## src/rtl/regfile_write_arbiter.sv

```systemverilog
// Two-requester arbiter in front of the register-file write port, with a one-entry buffer per requester.
// Define REGFILE_WRITE_ARBITER_RR_EN to resolve contested grants round-robin instead of REQ0-first.
module regfile_write_arbiter #(
  parameter int DATA_W = 32,
  parameter int ADDR_W = 5
) (
  input  logic              CLK,
  input  logic              RESET,
  input  logic              REQ0_VALID,
  output logic              REQ0_READY,
  input  logic [ADDR_W-1:0] REQ0_ADDR,
  input  logic [DATA_W-1:0] REQ0_DATA,
  input  logic              REQ1_VALID,
  output logic              REQ1_READY,
  input  logic [ADDR_W-1:0] REQ1_ADDR,
  input  logic [DATA_W-1:0] REQ1_DATA,
  output logic              WE_OUT,
  output logic [ADDR_W-1:0] WADDR_OUT,
  output logic [DATA_W-1:0] WDATA_OUT,
  output logic              BUSY
);

  logic              hold0, hold1;
  logic              old0, old1;
  logic [ADDR_W-1:0] addr0, addr1;
  logic [DATA_W-1:0] data0, data1;
  logic              grant0, grant1;
  logic              new0, new1;
  logic              hold0_nxt, hold1_nxt;
  logic              contested;

  assign contested = hold0 & hold1 & (addr0 != addr1);

`ifdef REGFILE_WRITE_ARBITER_RR_EN
  logic rr_ptr;

  always_ff @(posedge CLK) begin
    if (!RESET) begin
      rr_ptr <= 1'b0;
    end else if (contested) begin
      rr_ptr <= ~rr_ptr;
    end
  end
`endif

  always_comb begin
    grant0 = 1'b0;
    grant1 = 1'b0;
    if (hold0 && !hold1) begin
      grant0 = 1'b1;
    end else if (!hold0 && hold1) begin
      grant1 = 1'b1;
    end else if (hold0 && hold1) begin
      if (!contested) begin
        // same register: the older write must land first
        if (old1 && !old0) grant1 = 1'b1;
        else               grant0 = 1'b1;
      end else begin
`ifdef REGFILE_WRITE_ARBITER_RR_EN
        grant0 = ~rr_ptr;
        grant1 = rr_ptr;
`else
        grant0 = 1'b1;
`endif
      end
    end
  end

  assign REQ0_READY = RESET & (~hold0 | grant0);
  assign REQ1_READY = RESET & (~hold1 | grant1);

  // x0 is hardwired zero, so writes to it complete the handshake and vanish
  assign new0 = REQ0_VALID & REQ0_READY & (REQ0_ADDR != '0);
  assign new1 = REQ1_VALID & REQ1_READY & (REQ1_ADDR != '0);

  assign hold0_nxt = new0 | (hold0 & ~grant0);
  assign hold1_nxt = new1 | (hold1 & ~grant1);

  assign BUSY = RESET & (hold0 | hold1 | WE_OUT);

  always_ff @(posedge CLK) begin
    if (!RESET) begin
      hold0     <= 1'b0;
      hold1     <= 1'b0;
      old0      <= 1'b0;
      old1      <= 1'b0;
      addr0     <= '0;
      addr1     <= '0;
      data0     <= '0;
      data1     <= '0;
      WE_OUT    <= 1'b0;
      WADDR_OUT <= '0;
      WDATA_OUT <= '0;
    end else begin
      hold0 <= hold0_nxt;
      hold1 <= hold1_nxt;
      if (new0) begin
        addr0 <= REQ0_ADDR;
        data0 <= REQ0_DATA;
      end
      if (new1) begin
        addr1 <= REQ1_ADDR;
        data1 <= REQ1_DATA;
      end
      // a fresh entry is younger than whatever is still held alongside it
      if (new0 && new1) begin
        old0 <= 1'b1;
        old1 <= 1'b0;
      end else if (new0) begin
        old0 <= ~hold1_nxt;
        old1 <= 1'b1;
      end else if (new1) begin
        old0 <= 1'b1;
        old1 <= ~hold0_nxt;
      end else begin
        old0 <= old0 | grant1;
        old1 <= old1 | grant0;
      end
      WE_OUT <= grant0 | grant1;
      if (grant0) begin
        WADDR_OUT <= addr0;
        WDATA_OUT <= data0;
      end else if (grant1) begin
        WADDR_OUT <= addr1;
        WDATA_OUT <= data1;
      end
    end
  end

endmodule

```

## config.mk

```make
export PLATFORM = sky130hd
export DESIGN_NAME = regfile_write_arbiter
export DESIGN_NICKNAME = d
export VERILOG_FILES = /design/src/rtl/regfile_write_arbiter.sv
export SDC_FILE = /design/constraint.sdc
export NUM_CORES = 1
export LEC_CHECK = 0
export ABC_CLOCK_PERIOD_IN_PS = 1800
export CORE_MARGIN = 4
export CORE_UTILIZATION = 45
export CTS_CLUSTER_DIAMETER = 50
export CTS_CLUSTER_SIZE = 14
export DETAILED_ROUTE_END_ITERATION = 7
export HOLD_SLACK_MARGIN = 0.15
export PLACE_DENSITY = 0.74
export SLEW_MARGIN = 20
export SYNTH_ARGS = -nofsm -noshare
export SYNTH_HDL_FRONTEND = slang
export SYNTH_SLANG_ARGS = --single-unit
export TNS_END_PERCENT = 20
```

## constraint.sdc

```tcl
create_clock -name CLK -period 1.8 [get_ports CLK]
set_input_delay 0.45 -clock CLK [delete_from_list [all_inputs] [get_ports CLK]]
set_output_delay 0.45 -clock CLK [all_outputs]
set_load 0.005 [all_outputs]
```

Word-level counts from Yosys, hierarchy flattened --
Index checks and enable logic that the tools add are counted. Widths: inputs -> output; s select.
Cells by class: equality and inequality tests 1, bitwise operators 27, mux-type cells 19, reduce and logical (&&, ||, !) cells 12
Operators with widths (count):
- $mux 32 | 2
- $mux 1 | 15
- $and 1x1->1 | 11
- $mux 5 | 2
- $reduce_bool 5->1 | 2
- $or 1x1->1 | 9
- $not 1->1 | 7
- $logic_and 1x1->1 | 5
- $ne 5x5->1 | 1
- $logic_not 1->1 | 3
- $reduce_bool 2->1 | 1
- $reduce_or 2->1 | 1
Word-level totals: register bits after elaboration 116, output and inout port bits 41

Depth between registers and ports, before layout --
Gate-level depths: netlist (run 1).
depth in word-level cells 15, gate-level depth with buffers 7

Least setup slack after synthesis (run 1) --
Ideal clock, no wire load.
path type input-to-output, from input RESET, to output REQ1_READY, data arrival time 1426 ps, stages on the path 4, path slack -76 ps, path buffers 3, cell sequence clkbuf_1 clkbuf_1 clkbuf_1 and2_1
Between the ends: longest elaborated chain between the ends 1
Ends and longest elaborated chain:
- start: declaration | line 8 | input logic RESET,
- $and 1x1->1 | line 70 | assign REQ1_READY = RESET & (~hold1 | grant1);
- end: declaration | line 14 | output logic REQ1_READY,
Every way passes these cells.

Worst setup path after layout (run 1) --
from register addr1[2], to register data0[28]
Between the ends: longest elaborated chain between the ends 10
Ends and longest elaborated chain:
- start: declaration | line 25 | logic [ADDR_W-1:0] addr0, addr1;
- start signal: assignment | line 88 | addr1 <= '0;
- start signal: assignment | line 102 | addr1 <= REQ1_ADDR;
- $ne 5x5->1 | line 32 | assign contested = hold0 & hold1 & (addr0 != addr1);
- $and 1x1->1 | line 32
- $mux 1 | line 54 | if (!contested) begin
- $mux 1 | line 53 | end else if (hold0 && hold1) begin
- $mux 1 | line 51 | end else if (!hold0 && hold1) begin
- $mux 1 | line 49 | if (hold0 && !hold1) begin
- $or 1x1->1 | line 69 | assign REQ0_READY = RESET & (~hold0 | grant0);
- $and 1x1->1 | line 69
- $and 1x1->1 (2 in series) | line 73 | assign new0 = REQ0_VALID & REQ0_READY & (REQ0_ADDR != '0);
- end signal: assignment | line 89 | data0 <= '0;
- end signal: assignment | line 99 | data0 <= REQ0_DATA;
- end: declaration | line 26 | logic [DATA_W-1:0] data0, data1;
Every way passes these cells. A chain may end at the register's enable or synchronous reset.

==> run metrics, run 1 <==
Layout Skew=around 0.0073 ns; I/O Pins=119; DP Wirelength=8.59 mm; ANT nets after route=0; H-tree levels=4; Skew-Pair Late Insertion Delay=around 0.41 ns; Die Width=between 100 and 150 microns; Worst-Margin Slew=0.470 ns; CP most frequent cell=buf_12; CTS tree=done; # diodes=0; CTS Buffer Depth=2; Final min period=2.10 ns; Avg Cell Area, Syn=approximately 9.6 sq um; critical path class=register to register; Final Hold Viols=0; Die Y=~110 microns; Cell Area, Synth=roughly 0.005 sq mm; Ys Warns=0; Slew Limit Fails=0; Starting Density=0.466; clock slew at reported path FFs=roughly 0.06 ns; fin area=~0.0078 sq mm; GRT met3 Usage=0.0671; max_cap viols=0; RePlAce Congestion=around 0.82; met2 GRT Util=0.399; area of the core=~0.011 sq mm; Routed WL=about 16 mm; Placement Cell Area=about 0.0066 sq mm; relative slew slack=0.683; status=finished, violations left; # setup viols final=about 120; total global-route track usage=0.238; first-pass GRT wire length=about 24 mm; Root Buffer=clkbuf_16; CP max-delay cell=dfxtp_2; ys flop type=dfxtp_1; synth unique cells=32; Final period util=1.17; Synth-to-Final Area Change=51.4%; Post-synth EDFFs=0; Final Worst Setup Slack=-0.299 ns; ratio of cells with drive above 1 in the final layout=0.242; hold_ws=~0.46 ns; final global-route overflow total=0; CP cell instances=xnor2_2 > nand4_2 > buf_6 > buf_4 > buf_16 > o311ai_4 > buf_12 > buf_12 > mux2i_4; Critical Path AT=about 2.4 ns; CTS Hold Bufs=0; Port-buffer cells=roughly 120; total CTS buffers=17; Die Area=around 0.013 sq mm; FF+latch count, synth=between 100 and 150; WP data required=approximately 2.1 ns; async set-reset flop share out of synthesis=0; IR drop worst, VDD=0.628 mV; static leakage=between 3 and 4 nW; Peak Freq=around 480 MHz; routed vias=4530; hold crit path type=register to register; number of antenna violations at the first check in global routing=0; Clock Sinks=between 100 and 150; first-pass detailed-route iteration total=5; Mapped Nets=~600; fillers=797; First DRT Iteration DRCs=300; sequential fraction of the synthesis area=0.453; layout net count=approximately 770; vias in the first global route=roughly 4700; CP Max Fanout=11; Startpoint Class=register; CP max stage delay=around 0.33 ns; Cell Rows=38; Power Dens Cells=between 900 and 1000 mW/mm^2; Post-Synthesis Cells=between 500 and 600; M1 GR Usage=0.284; failing checks=negative setup slack; RSZ-0062 raised after global routing=yes; largest net degree at the start of global routing=between 40 and 50; Remaining DRCs=0; wire per inst=18.5 microns; critical path endpoint category=register; gr busiest metal=met2; Avg Vias per Cell=5.37
[power breakdown]
| part | internal [W] | switching [W] | leakage [nW] |
|---|---|---|---|
| Sequential | 0.00275 | 0.0000943 | 0.956 |
| Combinational | 0.000682 | 0.000532 | 2.14 |
| Clock | 0.00228 | 0.00118 | 0.297 |
[cell families after synthesis]
| group | count (synthesis) | synth area share |
|---|---|---|
| and+or+nand+nor | 129 | 0.102 |
| DFF | 116 | 0.453 |
| muxes | 110 | 0.224 |
| AOI/OAI and AO/OA | 90 | 0.127 |
| buffers and inverters | 84 | 0.0852 |
| xor gates and xnor gates | 5 | 0.00855 |
[routing by layer]
layer | vias up | share of wire | wire length (microns)
met4 | 0 | 0.023 | 361
met3 | 38 | 0.063 | 980
met5 | - | 0 | 0
met1 | 2138 | 0.41 | 6400
met2 | 178 | 0.50 | 7840
li1 | 2176 | - | -
[cell usage after synthesis (2+ instances only)]
cell type    n  area, sq um
nor2_1       5         18.8
dfxtp_1    116         2320
nor3_1       3         15.0
o2111ai_1   37          324
clkbuf_1    35          131
nand3_1      2         10.0
o21a_1       3         22.5
mux2_2      37          417
o21ai_0     39          195
or4_4        2         22.5
a21oi_1      2         10.0
buf_12       7          140
buf_1        2         7.51
xnor2_1      5         43.8
mux2i_1     73          731
nand2_1    112          420
inv_1       39          146
[final cells by class]
type,instances,area (sq um),share of cell area
multi-input combinational,334,2520,0.325
sequential,116,2330,0.301
timing repair buffer,182,1970,0.254
clock buffer,23,478,0.0616
tap,140,175,0.0226
inverter,39,146,0.0189
clock inverter,9,126,0.0163
[registers in the layout, indices dropped and copies added (netlist names), 5 cells and up]
name / cells
data1: 32
WDATA_OUT: 32
data0: 32
addr0: 5
WADDR_OUT: 5
addr1: 5
[cells in the final DEF (no fill, tap or decap), drive strengths merged, types with 2 or more instances in the layout]
cell type / netlist / final
dfxtp: 116 / 116
clkdlybuf4s50: 0 / 114
nand2: 112 / 112
mux2i: 73 / 73
buf: 10 / 62
o21ai: 40 / 40
inv: 39 / 39
mux2: 37 / 37
o2111ai: 37 / 37
clkbuf: 35 / 25
xnor2: 5 / 5
nor2: 5 / 5
clkinv: 0 / 5
bufbuf: 0 / 4
o21a: 3 / 3
bufinv: 0 / 3
nor3: 3 / 3
or4: 2 / 2
a21oi: 2 / 2
o311ai: 2 / 2
nand3: 2 / 2
[worst max-delay path, delay by kind of cell (launching register included)]
family / cells / cell delay [ns]
buffers and inverters: 5 / 0.77
muxes: 1 / 0.23
DFF: 1 / 0.33
xor gates and xnor gates: 1 / 0.20
AOI/OAI and AO/OA: 1 / 0.29
and+or+nand+nor: 1 / 0.19
[per-stage QoR]
| step | TNS, ns | setup slack (ns) | util | std cells | power, W |
|---|---|---|---|---|---|
| 2_1_floorplan | -0.687 | -0.0229 | - | 534 | 0.00338 |
| 3_3_place_gp | -33.04 | -0.477 | 0.599 | 787 | 0.00380 |
| 3_5_place_dp | -35.74 | -0.564 | 0.599 | 787 | 0.00383 |
| 4_1_cts | -12.65 | -0.270 | 0.695 | 839 | 0.00745 |
| 5_1_grt | -30.06 | -0.370 | 0.706 | 843 | 0.00777 |
| 6_report | -22.19 | -0.299 | 0.706 | 843 | 0.00751 |
[repair_timing]
item | in CTS | in global routing
pin swaps | 11 | 8
endpoints found under the setup margin | 110 | 116
gates cloned | 7 | 1
buffers inserted | 13 | 3
resized for setup | 65 | 24
[worst paths after layout]
path	from	to	slack, ns	depth (start not counted)
worst max-delay path	addr1[2]	data0[28]	-0.30	9
worst min-delay path	data0[11]	data0[11]	0.46	2
worst max register to register	addr1[2]	data0[28]	-0.30	9
worst min register to register	data0[11]	data0[11]	0.46	2
No activity file was read; power rests on OpenSTA's default activity.
==> inputs of run 2 (changes only) <==
- ABC_CLOCK_PERIOD_IN_PS: 1800 -> 1900
- CORE_ASPECT_RATIO: default -> 1.75
- clock period: 1.8 -> 1.9 ns (I/O delays scaled with it)
==> run 2 against run 1 <==
Against the previous run:
- die area grew 0.51%
- worst setup slack gained 0.17 ns
- global-route usage shrank 1.8 points
- the flow still finishes with violations (negative setup slack)
- critical path type is now register to primary output
- wire length shrank 6.6%
==> run metrics, run 2 (synthesized netlist as in run 1, its figures left out) <==
reg2reg setup slack=-0.12 ns (+0.18 ns); pre-CTS setup slack=-0.493 ns (+0.0707 ns); max_cap viols=0 (unchanged); Die Width=88.7 microns (-23%); Hold EP=addr0[2]; r2r worst-path depth=9 (unchanged); relative slew slack=0.698 (+0.0155); Port-buffer cells=118 (unchanged); failing checks=negative setup slack; largest registers=WDATA_OUT x32, data0 x32, data1 x32; Clock Sinks=116 (unchanged); # setup viols final=39 (-66%); Slew Limit Fails=0 (unchanged); Peak Freq=about 490 MHz; final global-route overflow total=0 (unchanged); Die Y=149 microns (+30%); total CTS buffers=17 (unchanged); combinational fraction of design power=0.150 (-0.012); static leakage=3.29 nW (-3.1%); ANT nets after route=0 (unchanged); CP Buf/Inv Count=2 (-3); clock share of power=0.451 (-0.009); Final period util=1.07; Final Hold Viols=0 (unchanged); RSZ-0062 raised after global routing=yes; status=finished, violations left; Layout Skew=0.0106 ns (+0.00339 ns); routed vias=4434 (-2.1%); number of antenna violations at the first check in global routing=0 (unchanged); Net Sw Power=0.00156 W (-13%); WP data required=1.42 ns (-0.72 ns); vias in the first global route=4641 (-1.6%); clock slew at reported path FFs=0.06 ns (about the same); Final min period=between 2 and 2.5 ns; RePlAce Congestion=0.829 (+0.52%); Synth-to-Final Area Change=45.1%; Die Area=0.0132 sq mm (+0.51%); # diodes=0 (unchanged); Critical Path AT=1.56 ns (-0.88 ns); commonest non-fill, non-tap cell in the layout=nand2_1; H-tree levels=4 (unchanged); Int Pwr=0.00520 W (-9.0%); Crit Reg-Reg Startpoint=addr1[2]; wire per inst=17.8 microns (-3.9%); Cell Rows=51 (+34%); I/O Pins=119 (unchanged); IR drop worst, VDD=0.767 mV (+22%); Routed WL=14.5 mm (-6.6%); CP max-delay cell=dfxtp_1; Avg Vias per Cell=5.41 (+0.75%); largest net degree at the start of global routing=115 (+140%); Worst-Margin Slew=0.441 ns (-0.0286 ns); DP Wirelength=9.31 mm (+8.4%); area of the core=0.0112 sq mm (+1.7%); CP Max Fanout=2 (-9); hold wc startpoint=REQ0_ADDR[2]; ratio of cells with drive above 1 in the final layout=0.214 (-0.0278); first-pass GRT wire length=22.3 mm (-7.6%); Starting Density=0.459 (-0.00768); CP max stage delay=0.38 ns (+0.05 ns); CP cell instances=xnor2_2 > nand4_2 > buf_6 > nor3_4 > nor2_1 > buf_2; Crit path max-delay family=flip-flops; total global-route track usage=0.220 (-0.0178); hold path depth=3 (+1); critical path endpoint category=primary output; Skew-Pair Late Insertion Delay=0.41 ns (about the same); switching share of power=0.231 (-0.00907); first-pass detailed-route iteration total=4 (-1); critical path class=register to primary output; Startpoint Class=register; CTS Buffer Depth=2 (unchanged); hold crit path type=primary input to register; Final Worst Setup Slack=-0.134 ns (+0.166 ns); First DRT Iteration DRCs=242 (-19%); CTS tree=done; most frequent cells in the layout=nand2_1 (111), dfxtp_1 (109), clkdlybuf4s50_1 (107); hold_ws=0.341 ns (-0.118 ns); Remaining DRCs=0 (unchanged); Power Dens Cells=909 mW/mm^2 (-6.2%); layout net count=755 (-1.7%); Root Buffer=clkbuf_16; sequential power share=0.398 (+0.020); Crit Reg-Reg Endpoint=data0[22]
[run 2: repair_timing]
| item | in CTS | in global routing |
|---|---|---|
| gates cloned | 1 | 3 |
| endpoints found under the setup margin | 73 | 70 |
| resized for setup | 38 | 18 |
| pin swaps | 9 | 9 |
| endpoints found under the hold margin | 0 | 0 |
| hold buffers | 0 | 0 |
| buffers inserted | 6 | 8 |
[run 2: power by group through the flow]
stage,combinational (W),sequential (W),clock [W]
after floorplan,0.000491,0.00271,0
after global placement,0.000884,0.00272,0
after detailed placement,0.000905,0.00273,0
after CTS,0.000965,0.00269,0.00308
after global routing,0.00109,0.00271,0.00320
final,0.00101,0.00269,0.00305
[run 2: worst register-to-register path, delay by kind of cell, from the launching register on]
kind	cells	cell delay, ns
compound gates	1	0.28
flops	1	0.38
xor+xnor	1	0.13
mux	1	0.23
simple gates	1	0.14
buf+inv	5	0.76
[run 2: layout make-up]
cell class                 instances  area (sq um)
sequential                       116          2330
tap                              132           165
fill                             832          3730
clock buffer                      24           492
inverter                          39           146
multi-input combinational        334          2490
clock inverter                     5          75.1
timing repair buffer             169          1740
[run 2: metrics by stage]
| stage | instances | instance area, sq um | TNS, ns | total power, W | util |
|---|---|---|---|---|---|
| final | 819 | 7430 | -2.57 | 0.00676 | 0.666 |
| after global routing | 819 | 7430 | -6.69 | 0.00700 | 0.666 |
| after floorplan | 534 | 5120 | 0 | 0.00320 | - |
| after CTS | 809 | 7260 | -0.919 | 0.00674 | 0.650 |
| after global placement | 774 | 6530 | -27.36 | 0.00361 | 0.584 |
| after detailed placement | 774 | 6530 | -29.18 | 0.00363 | 0.584 |
[run 2: worst max path at each step]
stage | slack [ns] | endpoint | depth (start not counted) | startpoint
floorplan | 0.05 | addr0[0] | 6 | REQ0_ADDR[1]
finish | -0.13 | REQ0_READY | 6 | addr1[2]
global placement | -0.44 | addr0[1] | 6 | REQ0_ADDR[1]
detailed placement | -0.49 | data0[0] | 6 | REQ0_ADDR[1]
global route | -0.26 | REQ0_READY | 5 | addr0[3]
CTS | -0.15 | REQ1_READY | 6 | addr0[1]
[run 2: metal layers]
layer,vias up,share of wire,track usage
met3,31,0.047,0.0553
met5,-,0,0
met2,131,0.55,0.388
li1,2130,-,-
met1,2142,0.37,0.237
met4,0,0.030,0.107
==> inputs of run 3 (changes only) <==
- ABC_CLOCK_PERIOD_IN_PS: 1900 -> 2330
- PLACE_DENSITY: 0.74 -> 0.71
- clock period: 1.9 -> 2.33 ns (I/O delays scaled with it)
==> run 3 against run 2 <==
Against the previous run:
- the flow still finishes with violations (negative setup slack)
- critical endpoint is now REQ1_READY
- hold slack better by 0.12 ns
- largest cell class unchanged
- largest power group unchanged
- register-to-register slack better by 0.22 ns
- global-route usage down 0.86 points
==> run metrics, run 3 (synthesized netlist as in run 1, its figures left out) <==
status=finished, violations left; failing checks=negative setup slack; Die Area=0.0132 sq mm (unchanged); CP Max Fanout=3 (+1); Layout Skew=0.00868 ns (-0.00196 ns); H-tree levels=4 (unchanged); Slew Limit Fails=0 (unchanged); Final period util=1.04; Worst-Margin Slew=0.831 ns (+0.390 ns); ANT nets after route=0 (unchanged); Die Width=88.7 microns (unchanged); clock slew at reported path FFs=0.05 ns (about the same); DP Wirelength=9.05 mm (-2.7%); Power Dens Cells=802 mW/mm^2 (-12%); largest registers=WDATA_OUT x32, data0 x32, data1 x32; commonest non-fill, non-tap cell in the layout=clkdlybuf4s50_1; max_cap viols=0 (unchanged); Cell Rows=51 (unchanged); Port-buffer cells=118 (unchanged); Final Util=0.645 (-0.0210); critical path class=register to primary output; critical path endpoint category=primary output; routed vias=4311 (-2.8%); CP cell instances=xnor2_2 > nand4_4 > buf_4 > o21ai_4 > and2_1 > dlygate4sd2_1; first-pass GRT wire length=21.5 mm (-3.5%); vias in the first global route=4498 (-3.1%); IR drop worst, VDD=0.549 mV (-28%); ratio of cells with drive above 1 in the final layout=0.177 (-0.0368); Avg Vias per Cell=5.40 (-0.22%); layout net count=732 (-3.0%); final global-route overflow total=0 (unchanged); Final Hold Viols=0 (unchanged); Final Worst Setup Slack=-0.100 ns (+0.0336 ns); Synth-to-Final Area Change=40.5%; Skew-Pair Late Insertion Delay=0.41 ns (about the same); # diodes=0 (unchanged); Die Y=149 microns (unchanged); total CTS buffers=17 (unchanged); RePlAce Congestion=0.785 (-5.3%); Clock Sinks=116 (unchanged); static leakage=3.12 nW (-5.0%); I/O Pins=119 (unchanged); total global-route track usage=0.211 (-0.00864); CTS tree=done; First DRT Iteration DRCs=230 (-5.0%); CTS Buffer Depth=2 (unchanged); pre-CTS setup slack=-0.174 ns (+0.319 ns); hold crit path type=register to register; Critical Path AT=1.85 ns (+0.29 ns); WP data required=1.75 ns (+0.33 ns); CP max-delay cell=dfxtp_1; Final min period=about 2.4 ns; Peak Freq=412 MHz; Crit path max-delay family=buffers and inverters; Root Buffer=clkbuf_16; fin area=0.00720 sq mm (-3.1%); CP Buf/Inv Count=2 (unchanged); Placement Cell Area=0.00644 sq mm (-1.3%); Routed WL=13.7 mm (-5.9%); Remaining DRCs=0 (unchanged); largest net degree at the start of global routing=88 (-23%); fillers=906 (+8.9%); most frequent cells in the layout=clkdlybuf4s50_1 (115), dfxtp_1 (112), nand2_1 (111); # setup viols final=1 (-97%); RSZ-0062 raised after global routing=yes; wire per inst=17.2 microns (-3.4%); Starting Density=0.459 (unchanged); CTS Hold Bufs=0 (unchanged); relative slew slack=0.446 (-0.252); CP max stage delay=0.34 ns (-0.04 ns); area of the core=0.0112 sq mm (unchanged); number of antenna violations at the first check in global routing=0 (unchanged); Startpoint Class=register; first-pass detailed-route iteration total=4 (unchanged)
==> run 3: cell types whose count changed in the layout (fill, tap and decap cells not counted), moves of 3 or more <==
cell / before / now
dfxtp_2: 7 / 4
dfxtp_1: 109 / 112
clkbuf_1: 3 / 0
clkbuf_16: 20 / 17
dlygate4sd2_1: 5 / 1
clkdlybuf4s50_1: 107 / 115
buf_4: 37 / 23
buf_12: 8 / 5
==> run 3: area by class of cell <==
class	instances	area, sq um	area share
clock buffers	23	508	0.0706
clock inverters	8	145	0.0202
inverters	39	146	0.0203
multi-input cells	334	2450	0.340
flip-flops and latches	116	2330	0.323
well taps	132	165	0.0229
repair buffers	146	1460	0.202
==> run 3: where the power goes <==
part           leakage, nW  total (W)  internal (W)  switching, W
combinational         1.85   0.000750      0.000398      0.000353
clock                0.317    0.00283       0.00195      0.000877
sequential           0.955    0.00219       0.00212     0.0000711
==> run 3: final timing paths <==
path	from	cells after the start	end	slack, ns
setup reg to reg	addr1[1]	8	data1[31]	0.10
hold / removal	data0[15]	2	data0[15]	0.46
setup / recovery	addr1[1]	6	REQ1_READY	-0.1
hold reg to reg	data0[15]	2	data0[15]	0.46
==> run 3: repair_timing <==
| item | CTS | global route |
|---|---|---|
| gates resized for setup | 5 | 13 |
| endpoints found under the setup margin | 2 | 3 |
| buffers inserted | 2 | 3 |
| pin swaps | 4 | 4 |
==> run 3: metrics by stage <==
| step | setup TNS, ns | total power, W | instances | hold slack [ns] |
|---|---|---|---|---|
| after floorplan | 0 | 0.00261 | 534 | 0.435 |
| after global placement | -3.94 | 0.00293 | 762 | 0.440 |
| after detailed placement | -5.68 | 0.00295 | 762 | 0.452 |
| after CTS | -0.146 | 0.00577 | 795 | 0.459 |
| after global routing | -0.194 | 0.00597 | 798 | 0.472 |
| final | -0.100 | 0.00577 | 798 | 0.458 |
==> run 3: tightest hold or removal path, cell delays in order, from the launching register on <==
cell and delay (ns):
dfxtp_1 0.30, nand2_1 0.05, mux2i_1 0.05
==> run 3: layer usage <==
layer	vias up	track usage	share of wire
met4	0	0.101	0.030
met1	2067	0.219	0.38
li1	2081	-	-
met5	-	0	0
met2	133	0.384	0.55
met3	30	0.0509	0.047
